`src/rtl/path_delay_sampler.sv`:
```
// path_delay_sampler: launch/capture controller for a combinational delay path.
// Each trial holds pathInput steady for SETTLE_CYCLES cycles and then toggles it
// on the launch edge. It captures pathResult captureDelay+1 cycles later and
// compares the capture with the expected settled value. A batch of trials
// produces saturating pass/fail counts.
//
// Ports:
//   clk          - single clock
//   rst          - synchronous active-high reset
//   start        - begin a batch when idle (ignored while busy)
//   numTrials    - trials per batch, latched on an accepted start
//   captureDelay - capture is taken captureDelay+1 cycles after launch
//   pathInput    - registered drive into the delay path
//   pathResult   - delay path output, sampled directly by the capture flop
//   busy         - high while a batch is running (SETTLE/WAIT/EVAL)
//   done         - one-cycle pulse at batch end
//   passCount    - captures that matched the expected value in the last batch
//   failCount    - captures that did not match in the last batch
module path_delay_sampler #(
  parameter int unsigned TRIAL_W       = 16,
  parameter int unsigned CNT_W         = 16,
  parameter int unsigned SETTLE_CYCLES = 4,
  parameter bit          INVERTING     = 1'b1
) (
  input  logic               clk,
  input  logic               rst,
  input  logic               start,
  input  logic [TRIAL_W-1:0] numTrials,
  input  logic [3:0]         captureDelay,
  (* keep = "true" *)
  output logic               pathInput,
  input  logic               pathResult,
  output logic               busy,
  output logic               done,
  output logic [CNT_W-1:0]   passCount,
  output logic [CNT_W-1:0]   failCount
);

  // The timer must hold both SETTLE_CYCLES-1 and the largest captureDelay (15).
  localparam int unsigned TMR_W = (SETTLE_CYCLES > 16) ? $clog2(SETTLE_CYCLES) : 4;
  localparam logic [TMR_W-1:0] SETTLE_LAST = TMR_W'(SETTLE_CYCLES - 1);
  localparam logic [CNT_W-1:0] CNT_MAX     = {CNT_W{1'b1}};

  typedef enum logic [2:0] {
    S_IDLE,
    S_SETTLE,
    S_WAIT,
    S_EVAL,
    S_DONE
  } state_t;

  state_t             state;
  logic [TRIAL_W-1:0] ntrials_q;
  logic [TRIAL_W-1:0] trial_idx;
  logic [TRIAL_W-1:0] trial_next;
  logic [3:0]         delay_q;
  logic [TMR_W-1:0]   tmr;

  // The capture may go metastable by design; it is only consumed in EVAL.
  (* keep = "true" *)
  logic               capture;

  assign trial_next = trial_idx + TRIAL_W'(1);

  // Batch controller with registered outputs.
  always_ff @(posedge clk) begin
    if (rst) begin
      state     <= S_IDLE;
      pathInput <= 1'b0;
      busy      <= 1'b0;
      done      <= 1'b0;
      passCount <= '0;
      failCount <= '0;
      ntrials_q <= '0;
      trial_idx <= '0;
      delay_q   <= '0;
      tmr       <= '0;
      capture   <= 1'b0;
    end else begin
      done <= 1'b0;
      case (state)
        S_IDLE: begin
          if (start) begin
            passCount <= '0;
            failCount <= '0;
            if (numTrials != '0) begin
              ntrials_q <= numTrials;
              delay_q   <= captureDelay;
              trial_idx <= '0;
              tmr       <= '0;
              busy      <= 1'b1;
              state     <= S_SETTLE;
            end else begin
              // Empty batch: just report completion with cleared counts.
              done <= 1'b1;
            end
          end
        end

        S_SETTLE: begin
          if (tmr == SETTLE_LAST) begin
            // Launch edge: direction alternates every trial.
            tmr       <= '0;
            pathInput <= ~pathInput;
            state     <= S_WAIT;
          end else begin
            tmr <= tmr + TMR_W'(1);
          end
        end

        S_WAIT: begin
          if (tmr == TMR_W'(delay_q)) begin
            tmr     <= '0;
            capture <= pathResult;
            state   <= S_EVAL;
          end else begin
            tmr <= tmr + TMR_W'(1);
          end
        end

        S_EVAL: begin
          if (capture == (pathInput ^ INVERTING)) begin
            if (passCount != CNT_MAX) passCount <= passCount + CNT_W'(1);
          end else begin
            if (failCount != CNT_MAX) failCount <= failCount + CNT_W'(1);
          end
          trial_idx <= trial_next;
          if (trial_next == ntrials_q) begin
            busy  <= 1'b0;
            done  <= 1'b1;
            state <= S_DONE;
          end else begin
            state <= S_SETTLE;
          end
        end

        S_DONE: state <= S_IDLE;

        default: state <= S_IDLE;
      endcase
    end
  end

endmodule

```
`config.mk`:
```
export PLATFORM = sky130hd
export DESIGN_NAME = path_delay_sampler
export DESIGN_NICKNAME = d
export VERILOG_FILES = /design/src/rtl/path_delay_sampler.sv
export SDC_FILE = /design/constraint.sdc
export NUM_CORES = 1
export LEC_CHECK = 0
export BUFFER_PORTS_ARGS = -buffer_cell sky130_fd_sc_hd__buf_2
export CAP_MARGIN = 10
export CORE_MARGIN = 2
export CORE_UTILIZATION = 45
export DETAILED_ROUTE_END_ITERATION = 12
export PLACE_DENSITY = 0.67
export SLEW_MARGIN = 20
export SYNTH_ARGS = -nofsm -noshare
export SYNTH_HDL_FRONTEND = slang
export SYNTH_SLANG_ARGS = --single-unit
```
`constraint.sdc`:
```
create_clock -name clk -period 2.55 [get_ports clk]
set_input_delay 0.255 -clock clk [delete_from_list [all_inputs] [get_ports clk]]
set_output_delay 0.255 -clock clk [all_outputs]
set_load 0.05 [all_outputs]
```
# ---- Yosys cells after proc, flatten, opt, wreduce, memory -nomap -nowiden
# Index checks and enable logic that the tools add are counted.
dict set report op_classes {
  bitwise_logic 1
  eq_ne 18
  n_mux 29
  reduce_logical 13
  multipliers 0
  addsub 4
  n_lt_le_gt_ge 0
  div 0
  shifts 0
}
# operator n
set ops {}
lappend ops {{two-way mux 16 bit} 7}
lappend ops {{one-hot mux 16 bit (2 select lines)} 3}
lappend ops {{adder 16 x 1 -> 16 bit (second input constant)} 3}
lappend ops {{inequality test 16 bit (second input constant)} 2}
lappend ops {{inequality test 2 bit (second input constant)} 9}
lappend ops {{equality test 16 bit} 1}
lappend ops {{two-way mux 4 bit} 4}
lappend ops {{AND reduction 4 bit} 4}
lappend ops {{nonzero test 16 bit} 1}
lappend ops {{two-way mux 3 bit} 5}
lappend ops {{one-hot mux 3 bit (4 select lines)} 1}
lappend ops {{one-hot mux 4 bit (3 select lines)} 1}
lappend ops {{AND reduction 3 bit} 3}
lappend ops {{equality test 3 x 2 -> 1 bit (second input constant)} 2}
lappend ops {{two-way mux 1 bit} 6}
lappend ops {{adder 4 x 1 -> 4 bit (second input constant)} 1}
lappend ops {{equality test 4 x 2 -> 1 bit (second input constant)} 1}
lappend ops {{equality test 4 bit} 1}
lappend ops {{one-hot mux 1 bit (2 select lines)} 2}
lappend ops {{AND reduction 2 bit} 2}
lappend ops {{equality test 3 x 1 -> 1 bit (second input constant)} 1}
lappend ops {{zero test 3 bit} 1}
lappend ops {{nonzero test 3 bit} 1}
lappend ops {{nonzero test 2 bit} 1}
lappend ops {{2 further kinds} 2}
dict set report word_totals {
  memories 0
  regBits 79
  inputBits 24
  latchBits 0
  rom_bits 0
  output_inout_bits 35
  mem_bits_rw 0
}

# ---- Depth between registers and ports, before layout
dict set report logic_depth {
  depth_word 4
  ltp_mapped 8
  mapped_depth_nobuf 7
}

# ---- Least setup slack after synthesis
# No wires, ideal clock.
dict set report synth_path {
  kind {register -> register}
  from {reg failCount[0]}
  to {reg failCount[4]}
  synth_period_minus_slack_ps 2443
  arrival_ps 2326
  setup_slack_ps 107
  stages_incl_launch_ff 9
  n_path_buf 1
  t_required_ps 2433
  cell_sequence {dfxtp_1 ha_1 buf_2 nand3_1 or4_1 o21a_1 o2111ai_1 xor2_1 nor2_1}
}
dict set report synth_between {
  elab_chain_cells 4
  elab_cells_between_ends 7
}
# element line_no
set synth_rtl {}
lappend synth_rtl {{start, declared} 36} ;# output logic [CNT_W-1:0] failCount
lappend synth_rtl {{start signal, assigned} 125} ;# if (failCount != CNT_MAX) failCount <= failCount + CNT_W'(1);
lappend synth_rtl {{adder 16 x 1 -> 16 bit} 125}
lappend synth_rtl {{two-way mux 16 bit} 125}
lappend synth_rtl {{two-way mux 16 bit} 122} ;# if (capture == (pathInput ^ INVERTING)) begin
lappend synth_rtl {{one-hot mux 16 bit (2 select lines)} 81} ;# case (state)
# Several ways; a longest one is shown, not always the timed one. The select of a mux whose other input is x is not followed.
# A chain may end at the register's enable or synchronous reset.

# ---- Worst setup path after layout
dict set report layout_path {
  from {reg trial_idx[0]}
  to {reg state[2]}
}
dict set report layout_between {
  elab_chain_cells 4
}
# element line_no
set layout_rtl {}
lappend layout_rtl {{start, declared} 54} ;# logic [TRIAL_W-1:0] trial_idx;
lappend layout_rtl {{start signal, assigned} 127} ;# trial_idx <= trial_next;
lappend layout_rtl {{adder 16 x 1 -> 16 bit} 63} ;# assign trial_next = trial_idx + TRIAL_W'(1);
lappend layout_rtl {{equality test 16 bit} 128} ;# if (trial_next == ntrials_q) begin
lappend layout_rtl {{two-way mux 3 bit} 128}
lappend layout_rtl {{one-hot mux 3 bit (4 select lines)} 81}
lappend layout_rtl {{end signal, assigned} 68} ;# state <= S_IDLE;
lappend layout_rtl {{end signal, assigned} 131} ;# state <= S_DONE;
lappend layout_rtl {{end signal, assigned} 133} ;# state <= S_SETTLE;
lappend layout_rtl {{end, declared} 52} ;# state_t state;
# Every way passes these cells.

==> qor.yml <==
sta:
  finalMaxSlewViolations: 0
  final.setup_skew_ns: 0.0104
  min_period_ns: 2.35
  setup-violations-final: 0
  post-route-worst-setup-slack_ns: 0.203
  clock.fmax_ghz: 0.426
  layout_worst_path_cycle_share: 0.920
  fin_setup_tns_ns: 0
  grt_setup_unrepaired: "no"
  worst_slew_margin_rel: 0.488
  finalHoldViolCount: 0
  whs_ns: 0.133
  tightestPinTransition_ns: 0.762
pwr:
  leakage_nw: 1.90
  fin_total_pwr_mw: 2.52
  switchingPower_uw: 688
  power_report.internal_total_mw: 1.83
  power.combinational.fraction: 0.099
  p_sw_frac: 0.273
  pwr-share-seq: 0.511
  power.ir.vdd_worst_v: 0.000366
  power_density_relative_to_cell_area_nw_per_um2: 512
  clock_power_share: 0.389
logic_synthesis:
  async_reset_ff_frac: 0
  synthesis.instances: 511
  count_of_flip_flops_with_a_built_in_enable_after_synthesis: 0
  dominantRegCellSynth: "sky130_fd_sc_hd__dfxtp_1"
  synth_largest_area_cell: "sky130_fd_sc_hd__dfxtp_1"
  netlist_top_cells_area: "sky130_fd_sc_hd__dfxtp_1, sky130_fd_sc_hd__nor2_1, sky130_fd_sc_hd__xnor2_1"
  yosysWarnings: 0
  syn-cell-area_sq_um: 4310
  synth.most_common_cell: "sky130_fd_sc_hd__nor2_1"
  synth_top_cell_area_share: 0.367
  ys_seq_area_frac: 0.367
  syn_avg_cell_area_sq_um: 8.44
  ys_top_cells_by_count: "sky130_fd_sc_hd__nor2_1, sky130_fd_sc_hd__dfxtp_1, sky130_fd_sc_hd__a21oi_1"
  synthesis.nets: 539
  number_of_synthesized_register_bits: 79
  netlist-cell-type-count: 59
cts:
  cts.htree.levels: 3
  clock_tree_from_tritoncts: "yes"
  worst_skew_pair_later_pin_latency_ns: 0.36
  clk_sink_count: 79
  root_buffer: "sky130_fd_sc_hd__clkbuf_8"
  tritoncts.num_buffers: 9
  max-clock-path-buffers: 2
  clk_pin_slew_worst_paths_ns: 0.08
floorplanning:
  fp.coreArea_sq_um: 9280
  die_width_microns: 102
  io_pins: 59
  core.rowCount: 35
  initial_utilization: 0.465
  die_area_sq_um: 10400
  die_height_microns: 102
critical_path:
  timing.critical_path.required_ns: 2.85
  arrival_ns: 2.65
  worst_path_dominant_cell_family: "simple AND/OR/NAND/NOR gates"
  max_stage_delay_ns: 0.46
  path_depth: 7
  worst-r2r-cell-count: 7
  worst_setup_path_end_kind: "flop"
  worstPathBufferInverterCount: 0
  worst-path-max-fanout: 9
  setup.worst_path.start_class: "flop"
  crit_chain: "ha_1 > nand3_1 > or3_1 > a221oi_2 > nand4_1 > nor4_2 > and4b_1"
  path_class: "flop to flop"
  crit_path_top_delay_cell: "sky130_fd_sc_hd__dfxtp_1"
global_route:
  via_count_of_the_first_global_routing_pass: 3431
  maximum_number_of_pins_on_one_net_before_global_route_repair: 29
  gr-total-overflow: 0
  groute.usage.overall: 0.194
  initial_antenna_violation_count: 0
  wire_length_of_the_first_global_routing_pass_microns: 16100
routing:
  drt_iter0_drc: 217
  wire_per_inst_microns: 14.1
  dr_total_vias: 3780
  drcViolationCount: 0
  wirelength_microns: 9900
  postRouteAntennaNets: 0
  routed_via_density: 5.39
  drt-pass1-iter-count: 5
place:
  place_congestion: 0.889
  detailed_place_hpwl_microns: 7150
  pre_cts_slack_ns: 0.174
  port_buffer_cells: 58
  dpl-instance-area_sq_um: 4710
  numPlacedInstances: 685
layout:
  diodes: 0
  final_cell_count_no_fill: 701
  layout.cell_area.non_filler_sq_um: 4920
  finish.utilization: 0.530
  synthesis_to_finish_area_growth_pct: 14.2
  num-nets-final: 595
  drive_above_1_share: 0.187
job:
  max_cap_viol_count: 0
status:
  run_status: "completed"
min_path:
  holdPathStages: 3
  min-delay-path-class: "primary input to flop"
==> sequential cells by signal, indices dropped and copies added, names as in the netlist <==
name / count
failCount: 16
done: 1
capture: 1
busy: 1
state: 3
ntrials_q: 16
passCount: 16
trial_idx: 16
delay_q: 4
pathInput: 1
tmr: 4
==> path summary, 6_finish.rpt <==
path | startpoint | end | slack [ns]
setup / recovery | trial_idx[0] | state[2] | 0.20
setup reg to reg | trial_idx[0] | state[2] | 0.20
hold / removal | captureDelay[2] | delay_q[2] | 0.13
hold reg to reg | pathInput | pathInput | 0.52
==> kinds of logic after synthesis <==
family,count (synthesis),synth area share
muxes,23,0.0534
xor gates and xnor gates,54,0.110
buffers and inverters,40,0.0502
AOI/OAI and AO/OA,93,0.142
DFF,79,0.367
adders and majority gates,4,0.0116
and+or+nand+nor,218,0.266
==> power groups by stage <==
stage	Clock (mW)	Sequential, mW	Combinational (mW)
2_1_floorplan	0	1.31	0.180
3_3_place_gp	0	1.32	0.244
3_5_place_dp	0	1.32	0.249
4_1_cts	1.00	1.29	0.250
5_1_grt	1.05	1.29	0.273
6_report	0.981	1.29	0.250
==> metal layers <==
metal / GRT usage / vias up / wire length, microns
met2: 0.312 / 78 / 4670
met5: 0 / - / 0
li1: - / 1933 / -
met3: 0.0335 / 11 / 383
met4: 0.0585 / 0 / 117
met1: 0.267 / 1758 / 4730
==> tightest hold or removal path: stages <==
cell,delay [ns]
sky130_fd_sc_hd__buf_2,0.07
sky130_fd_sc_hd__mux2i_1,0.05
sky130_fd_sc_hd__nor2_1,0.07
==> cells in the final DEF, fill, tap and decap left out, drive strengths merged, types with 17 or more instances in the layout <==
| cell type | instances |
|---|---|
| nor2 | 82 |
| nand2 | 30 |
| o21ai | 20 |
| dfxtp | 79 |
| xnor2 | 35 |
| buf | 75 |
| a21oi | 37 |
| mux2i | 23 |
| nand4 | 17 |
| xor2 | 19 |
==> what timing repair did <==
item                       4_1_cts  5_1_grt
buffers inserted                 0        0
hold buffers                     0        0
setup endpoints to repair        0        2
resized for setup                0        1
==> cell type report <==
cell class	instances	area (sq um)
Multi-Input combinational cell	392	2520
Sequential cell	79	1580
Fill cell	897	4360
Clock inverter	7	80.1
Timing Repair Buffer	75	418
Inverter	10	37.5
Tap cell	129	161
Clock buffer	9	124
(Power assumes the default switching activity.)
